<file path="src/rtl/mbsfsk_timing_pkg.sv">
// Shared timing constants for the FSK demodulator sample/shift generator.
// Holds the reset defaults, the smallest legal period and the offset-slice helper.
package mbsfsk_timing_pkg;

    localparam int CNT_W_DEFAULT      = 7;
    localparam int DEF_PERIOD_DEFAULT = 127;
    localparam int N_CH_DEFAULT       = 4;
    localparam int MIN_PERIOD         = 2;

    // LSB of channel ch's phase offset inside the packed OFFSETS bus.
    function automatic int ch_lsb(input int ch, input int cnt_w);
        return ch * cnt_w;
    endfunction

endpackage

</file>
<file path="src/rtl/sample_phase_decode.sv">
// Per-channel phase strobe: fires one cycle after an advance lands on the channel offset.
// Offsets at or beyond the active period are simply never matched.
module sample_phase_decode #(
    parameter int CNT_W = 7
) (
    input  logic             CLOCK,
    input  logic             RESET,
    input  logic [CNT_W-1:0] i_next_count,
    input  logic [CNT_W-1:0] i_offset,
    input  logic             i_advance,
    output logic             o_samp
);

    logic r_samp;

    always_ff @(posedge CLOCK) begin
        if (RESET) begin
            r_samp <= 1'b0;
        end else begin
            r_samp <= i_advance && (i_next_count == i_offset);
        end
    end

    assign o_samp = r_samp;

endmodule

</file>
<file path="src/rtl/sample_strobe_gen.sv">
// Free-running modulo-period phase counter producing SAMP, per-channel SAMP_CH and SHIFT,
// with a shadowed runtime period that only takes effect at a wrap.
module sample_strobe_gen
    import mbsfsk_timing_pkg::*;
#(
    parameter int CNT_W      = CNT_W_DEFAULT,
    parameter int DEF_PERIOD = DEF_PERIOD_DEFAULT,
    parameter int N_CH       = N_CH_DEFAULT,
    parameter int SHIFT_GAP  = 1
) (
    input  logic                  CLOCK,
    input  logic                  RESET,
    input  logic                  EN,
    input  logic                  SYNC,
    input  logic [CNT_W-1:0]      PERIOD_IN,
    input  logic                  PERIOD_LD,
    input  logic [N_CH*CNT_W-1:0] OFFSETS,
    output logic [CNT_W-1:0]      COUNT,
    output logic                  SAMP,
    output logic [N_CH-1:0]       SAMP_CH,
    output logic                  SHIFT,
    output logic                  PERIOD_PEND,
    output logic                  PERIOD_ERR
);

    localparam logic [CNT_W-1:0] ONE_V   = CNT_W'(1);
    localparam logic [CNT_W-1:0] DEF_V   = CNT_W'(DEF_PERIOD);
    localparam logic [CNT_W-1:0] MIN_V   = CNT_W'(MIN_PERIOD);
    localparam logic [CNT_W-1:0] GAP_V   = CNT_W'(SHIFT_GAP);

    logic [CNT_W-1:0] r_count;
    logic [CNT_W-1:0] r_active;
    logic [CNT_W-1:0] r_shadow;
    logic             r_pend;
    logic             r_err;
    logic             r_samp;
    logic             r_shift;

    logic             w_last;
    logic             w_wrap;
    logic             w_ld_ok;
    logic [CNT_W-1:0] w_next_count;

    // SYNC on the last count collapses into the same single wrap as a natural one.
    assign w_last       = (r_count == (r_active - ONE_V));
    assign w_wrap       = EN && (w_last || SYNC);
    assign w_ld_ok      = PERIOD_LD && (PERIOD_IN >= MIN_V);
    assign w_next_count = !EN    ? r_count :
                          w_wrap ? '0      : (r_count + ONE_V);

    always_ff @(posedge CLOCK) begin
        if (RESET) begin
            r_count  <= '0;
            r_active <= DEF_V;
            r_shadow <= DEF_V;
            r_pend   <= 1'b0;
            r_err    <= 1'b0;
            r_samp   <= 1'b0;
            r_shift  <= 1'b0;
        end else begin
            r_count <= w_next_count;
            r_samp  <= w_wrap;
            r_shift <= EN && (w_next_count >= GAP_V);
            r_err   <= PERIOD_LD && (PERIOD_IN < MIN_V);
            if (w_wrap && r_pend) begin
                r_active <= r_shadow;
                r_pend   <= 1'b0;
            end
            // A load coinciding with a wrap lands after the old shadow was applied above.
            if (w_ld_ok) begin
                r_shadow <= PERIOD_IN;
                r_pend   <= 1'b1;
            end
        end
    end

    for (genvar g = 0; g < N_CH; g++) begin : g_ch
        localparam int LSB = ch_lsb(g, CNT_W);
        sample_phase_decode #(
            .CNT_W(CNT_W)
        ) u_decode (
            .CLOCK        (CLOCK),
            .RESET        (RESET),
            .i_next_count (w_next_count),
            .i_offset     (OFFSETS[LSB +: CNT_W]),
            .i_advance    (EN),
            .o_samp       (SAMP_CH[g])
        );
    end

    assign COUNT       = r_count;
    assign SAMP        = r_samp;
    assign SHIFT       = r_shift;
    assign PERIOD_PEND = r_pend;
    assign PERIOD_ERR  = r_err;

endmodule

</file>
<file path="config.mk">
export PLATFORM = sky130hd
export DESIGN_NAME = sample_strobe_gen
export DESIGN_NICKNAME = d
export VERILOG_FILES = /design/src/rtl/mbsfsk_timing_pkg.sv /design/src/rtl/sample_phase_decode.sv /design/src/rtl/sample_strobe_gen.sv
export SDC_FILE = /design/constraint.sdc
export NUM_CORES = 1
export LEC_CHECK = 0
export ABC_AREA = 1
export CAP_MARGIN = 20
export CORE_MARGIN = 3
export CORE_UTILIZATION = 30
export DETAILED_ROUTE_END_ITERATION = 7
export GPL_TIMING_DRIVEN = 0
export HOLD_SLACK_MARGIN = 0.12
export PLACE_DENSITY_LB_ADDON = 0.25
export SYNTH_ARGS = -nofsm -noshare
export SYNTH_HDL_FRONTEND = slang
export SYNTH_SLANG_ARGS = --single-unit
</file>
<file path="constraint.sdc">
create_clock -name CLOCK -period 2.9 [get_ports CLOCK]
set_input_delay 0.58 -clock CLOCK [delete_from_list [all_inputs] [get_ports CLOCK]]
set_output_delay 0.58 -clock CLOCK [all_outputs]
set_load 0.1 [all_outputs]
</file>
---- After elaboration in Yosys (flattened, before gate mapping) ----
Index checks and enable logic that the tools add are counted.
word-level totals
  register bits ........................... 29
  input port bits ......................... 40
  output and inout bits ................... 15
  logic and storage cells ................. 36
operators by class
  add/subtract/negate cells ............... 2
  $lt $le $gt $ge ......................... 3
  eq/ne operators ......................... 5
  multiplexer cells ....................... 4
  reduce and logical (&&, ||, !) cells .... 11
operators with widths
  operator               count
  $eq A7 B7 Y1           5
  $mux W7                2
  $logic_and A1 B1 Y1    9
  $add A7 B1 Y7 const B  1
  $ge A7 B1 Y1 const B   1
  $ge A7 B2 Y1 const B   1
  $lt A7 B2 Y1 const B   1
  $sub A7 B1 Y7 const B  1
  $mux W1                2
  $reduce_bool A2 Y1     1
  $logic_or A1 B1 Y1     1

---- Logic depth before layout (Yosys ltp) ----
  word-level depth ........................ 8
  depth in mapped cells ................... 18
  depth with buffers taken out ............ 18

---- Modules after synthesis ----
From an unflattened synthesis, not the netlist that was laid out.
second synthesis, totals
  cell total of the unflattened synthesis .. 369
  area, all modules ....................... 2052.0 µm²
by module, submodules not included
  module               instances  cells an instance  area each (µm²)  seq. area each (µm²)
  sample_strobe_gen    1          197                1341.3           500.5
  sample_phase_decode  4          43                 177.7            20.0

---- Worst setup path before layout ----
No wires, ideal clock.
  kind .................................... register -> register
  from .................................... register r_count[1] (netlist: COUNT[1])
  to ...................................... register r_shift (netlist: SHIFT)
  setup time .............................. 0.115 ns
  data arrival time ....................... 2.382 ns
  data required time ...................... 2.785 ns
  path slack .............................. 0.404 ns
  stages on the path, launching flop included .. 10
  path buffers ............................ 0
  clock period less this slack ............ 2.496 ns
  cells stage by stage .................... dfxtp_1 ha_1 nand2_2 nor3b_4 nand3_1 xor2_1 clkinv_2 nand2_4 nand4_1 o21a_1
on the way
  longest elaborated chain between the ends .. 7
  elaborated cells on any way between the ends .. 8
  those cells by class .................... 1 x add/sub; 1 x order compare; 1 x eq/ne; 2 x mux; 3 x reduce/logical
ends and longest elaborated chain
  item                                                   RTL line                 source
  start, declared                                        sample_strobe_gen.sv:31  logic [CNT_W-1:0] r_count;
  start signal, assigned                                 sample_strobe_gen.sv:61  r_count <= w_next_count;
  branches (longest 4 deep; another with $add A7 B1 Y7)  n/a
  $mux W7 *                                              sample_strobe_gen.sv:48  assign w_next_count = !EN ? r_count :
  $ge A7 B1 Y1 *                                         sample_strobe_gen.sv:63  r_shift <= EN && (w_next_count >= GAP_V);
  $logic_and A1 B1 Y1 *                                  sample_strobe_gen.sv:63
  end signal, assigned                                   sample_strobe_gen.sv:63
  end, declared                                          sample_strobe_gen.sv:37  logic r_shift;
Every way passes the cells marked *.
A chain may end at the register's enable or synchronous reset.

---- Final worst setup path ----
  from .................................... register r_count[4] (netlist: COUNT[4])
  to ...................................... output COUNT[4]
RTL lines
  item           RTL line                 source
  end, declared  sample_strobe_gen.sv:18  output logic [CNT_W-1:0] COUNT,
No word-level cell between the ends.

==> run_results.csv <==
group,metric,value,unit
sta,fmax,392,MHz
drt,routed_via_density,4.53,
sta,setup_slack,348,ps
drt,antenna_left,0,
setup_path,cp_max_fo,6,
floorplan,rows,28,
final_layout,final_util,43.7,%
pwr,leakagePower,1.31,nW
sta,min_period,2550,ps
setup_path,arrival,1970,ps
place,place_hpwl,3.99,mm
setup_path,cp-end-kind,"output pin",
clock_network,post_cts_resized,0,
clock_network,cts_made_buffers,5,
final_layout,drive_above_1_share,8.52,%
clock_network,cts-root-buf,"clkbuf_8",
floorplan,coreArea,6030,µm²
sta,rsz0062_at_grt,"false",
final_layout,antenna_cells,0,
sta,hold_viol_final,0,
sta,drv_slew,0,
floorplan,die-area,7300,µm²
global_route,grt_usage,14.7,%
synth,synth_area_leader_cell,"dfxtp_1",
run_status,status,"completed",
global_route,gr-total-overflow,0,
sta,setup_tns,0,ps
sta,tightest_slew,990,ps
synth,ys_types,26,
sta,setup_viol_count_final,0,
clock_network,clock_latency,280,ps
sta,fin_crit_sh,88.0,%
drt,dr.first_iter.drc_count,85,
setup_path,crit_family,"buffers and inverters",
clock_network,clkTransAtPathRegs,70,ps
setup_path,slowest_stage,"clkdlybuf4s50_1",
final_layout,fin_area,2630,µm²
setup_path,path_buf_inv,1,
synth,synth_seq_cells,29,
setup_path,cp-start-kind,"flop",
sta,slew_headroom,33.8,%
min_path,hp-class,"flop to flop",
synth,syn_area,1890,µm²
place,gp_routability_congestion,0.852,
setup_path,path_cells,"clkdlybuf4s50_1",
global_route,grt_antenna_before_repair,0,
floorplan,die_h,85.4,µm
synth,syn_avg_cell_area,6.25,µm²
synth,ys_seq_area_share,30.7,%
setup_path,ff2ff_setup_slack,690,ps
drt,wl_per_cell,11.4,µm
clock_network,cts_tree,"yes",
synth,ys.warnings.count,0,
sta,skew,5.07,ps
floorplan,io_pins,55,
synth,synth_cells,303,
clock_network,post_cts_buffers,0,
pwr,peakVddDrop,0.000156,V
clock_network,cts_max_level,2,
drt,drc_errors,0,
pwr,total_power,0.00102,W
pwr,power_density,387,nW/µm²
clock_network,hold_buffers,0,
floorplan,initial_core_util,31.4,%
place,numPortBuffers,54,
place,pre_cts_ws,165,ps
flow_run,drv_cap,0,
clock_network,clock_sinks,29,
synth,syn_nets,345,
final_layout,synthToLayoutAreaGrowth,39.0,%
drt,drt_wl_total,4.99,mm
clock_network,cts_buffer_depth,2,
global_route,grt_pass1_wl,8.63,mm
final_layout,nets,406,
setup_path,crit_type,"flop to output pin",
synth,yosys.area.top_type_share,30.7,%
place,placed_area,2530,µm²
global_route,grt_max_degree,11,
drt,vias,1990,
setup_path,cpPeakStageDelay,1200,ps
drt,drtPass1Iterations,4,
global_route,grt_pass1_vias,1884,
floorplan,die_w,85.4,µm
setup_path,cp.required,2320,ps
synth,synthTopCellsByArea,"dfxtp_1, nand2_1, nor2_1, inv_1, nand3b_1",
[cells in the mapped netlist (all sizes together)]
master / number
nand3: 20
nor2: 42
xnor2: 1
a21oi: 7
o211ai: 5
clkbuf: 2
dfxtp: 29
nor3b: 1
o21a: 1
clkinv: 1
nand3b: 15
inv: 36
buf: 7
o21ai: 1
nand4: 6
nor4: 1
ha: 2
nand2: 119
xor2: 7
[registers in the layout (all words and copies together), names as in the netlist]
| signal | flops |
|---|---|
| r_shadow | 7 |
| r_active | 7 |
| SHIFT | 1 |
| PERIOD_ERR | 1 |
| COUNT | 7 |
| SAMP | 1 |
| g_ch.u_decode.o_samp | 4 |
| PERIOD_PEND | 1 |
[kinds of logic (layout without fill, tap and decap cells)]
kind of cell,Yosys count,in the layout,share of synthesized area [%]
and+or+nand+nor,204,204,48.4
buffers and inverters,46,107,11.0
DFF,29,29,30.7
AOI/OAI and AO/OA,14,14,4.49
xor gates and xnor gates,8,8,4.10
adders and majority gates,2,2,1.32
[stage by stage]
step                hold WS, ps  std cells
floorplan                   419        303
CTS                         456        439
global placement            437        432
finish                      452        439
global route                477        439
detailed placement          443        432
[layer usage]
| metal | track usage (%) | vias up | share of wire (%) |
|---|---|---|---|
| met3 | 3.79 | 6 | 4.7 |
| met4 | 4.32 | 0 | 1.3 |
| met1 | 19.4 | 879 | 48 |
| met2 | 23.4 | 38 | 46 |
| li1 | - | 1067 | - |
| met5 | 0 | - | 0 |
[cells in the final DEF (no fill, tap or decap), drive strengths merged]
cell type,instances
xnor2,1
clkbuf,7
nor4,1
ha,2
o21a,1
nand3,20
nand4,6
clkinv,2
o21ai,1
nand3b,15
inv,36
dfxtp,29
nor3b,1
nand2,119
a21oi,7
bufinv,1
xor2,7
clkdlybuf4s50,54
buf,7
nor2,42
o211ai,5
[final cells by class]
cell class              instances  area (µm²)
repair buffers                 54         541
clock inverters                 2        35.0
well taps                      75        93.8
flip-flops and latches         29         581
plain buffers                   9        67.6
clock buffers                   5        68.8
fillers                       646        3390
multi-input cells             228        1100
inverters                      37         140
[worst paths after layout]
check | depth (start not counted) | from | endpoint
max | 1 | COUNT[4] | COUNT[4]
min | 2 | r_shadow[2] | r_shadow[2]
max reg2reg | 18 | r_active[0] | g_ch[1].u_decode.o_samp
min reg2reg | 2 | r_shadow[2] | r_shadow[2]
[power by group]
group          internal, W  total (W)  switching, W
Combinational    0.0000887   0.000190      0.000101
Sequential        0.000413   0.000423    0.00000964
Clock             0.000249   0.000406      0.000157
Total             0.000751    0.00102      0.000268
(Power assumes the default switching activity.)
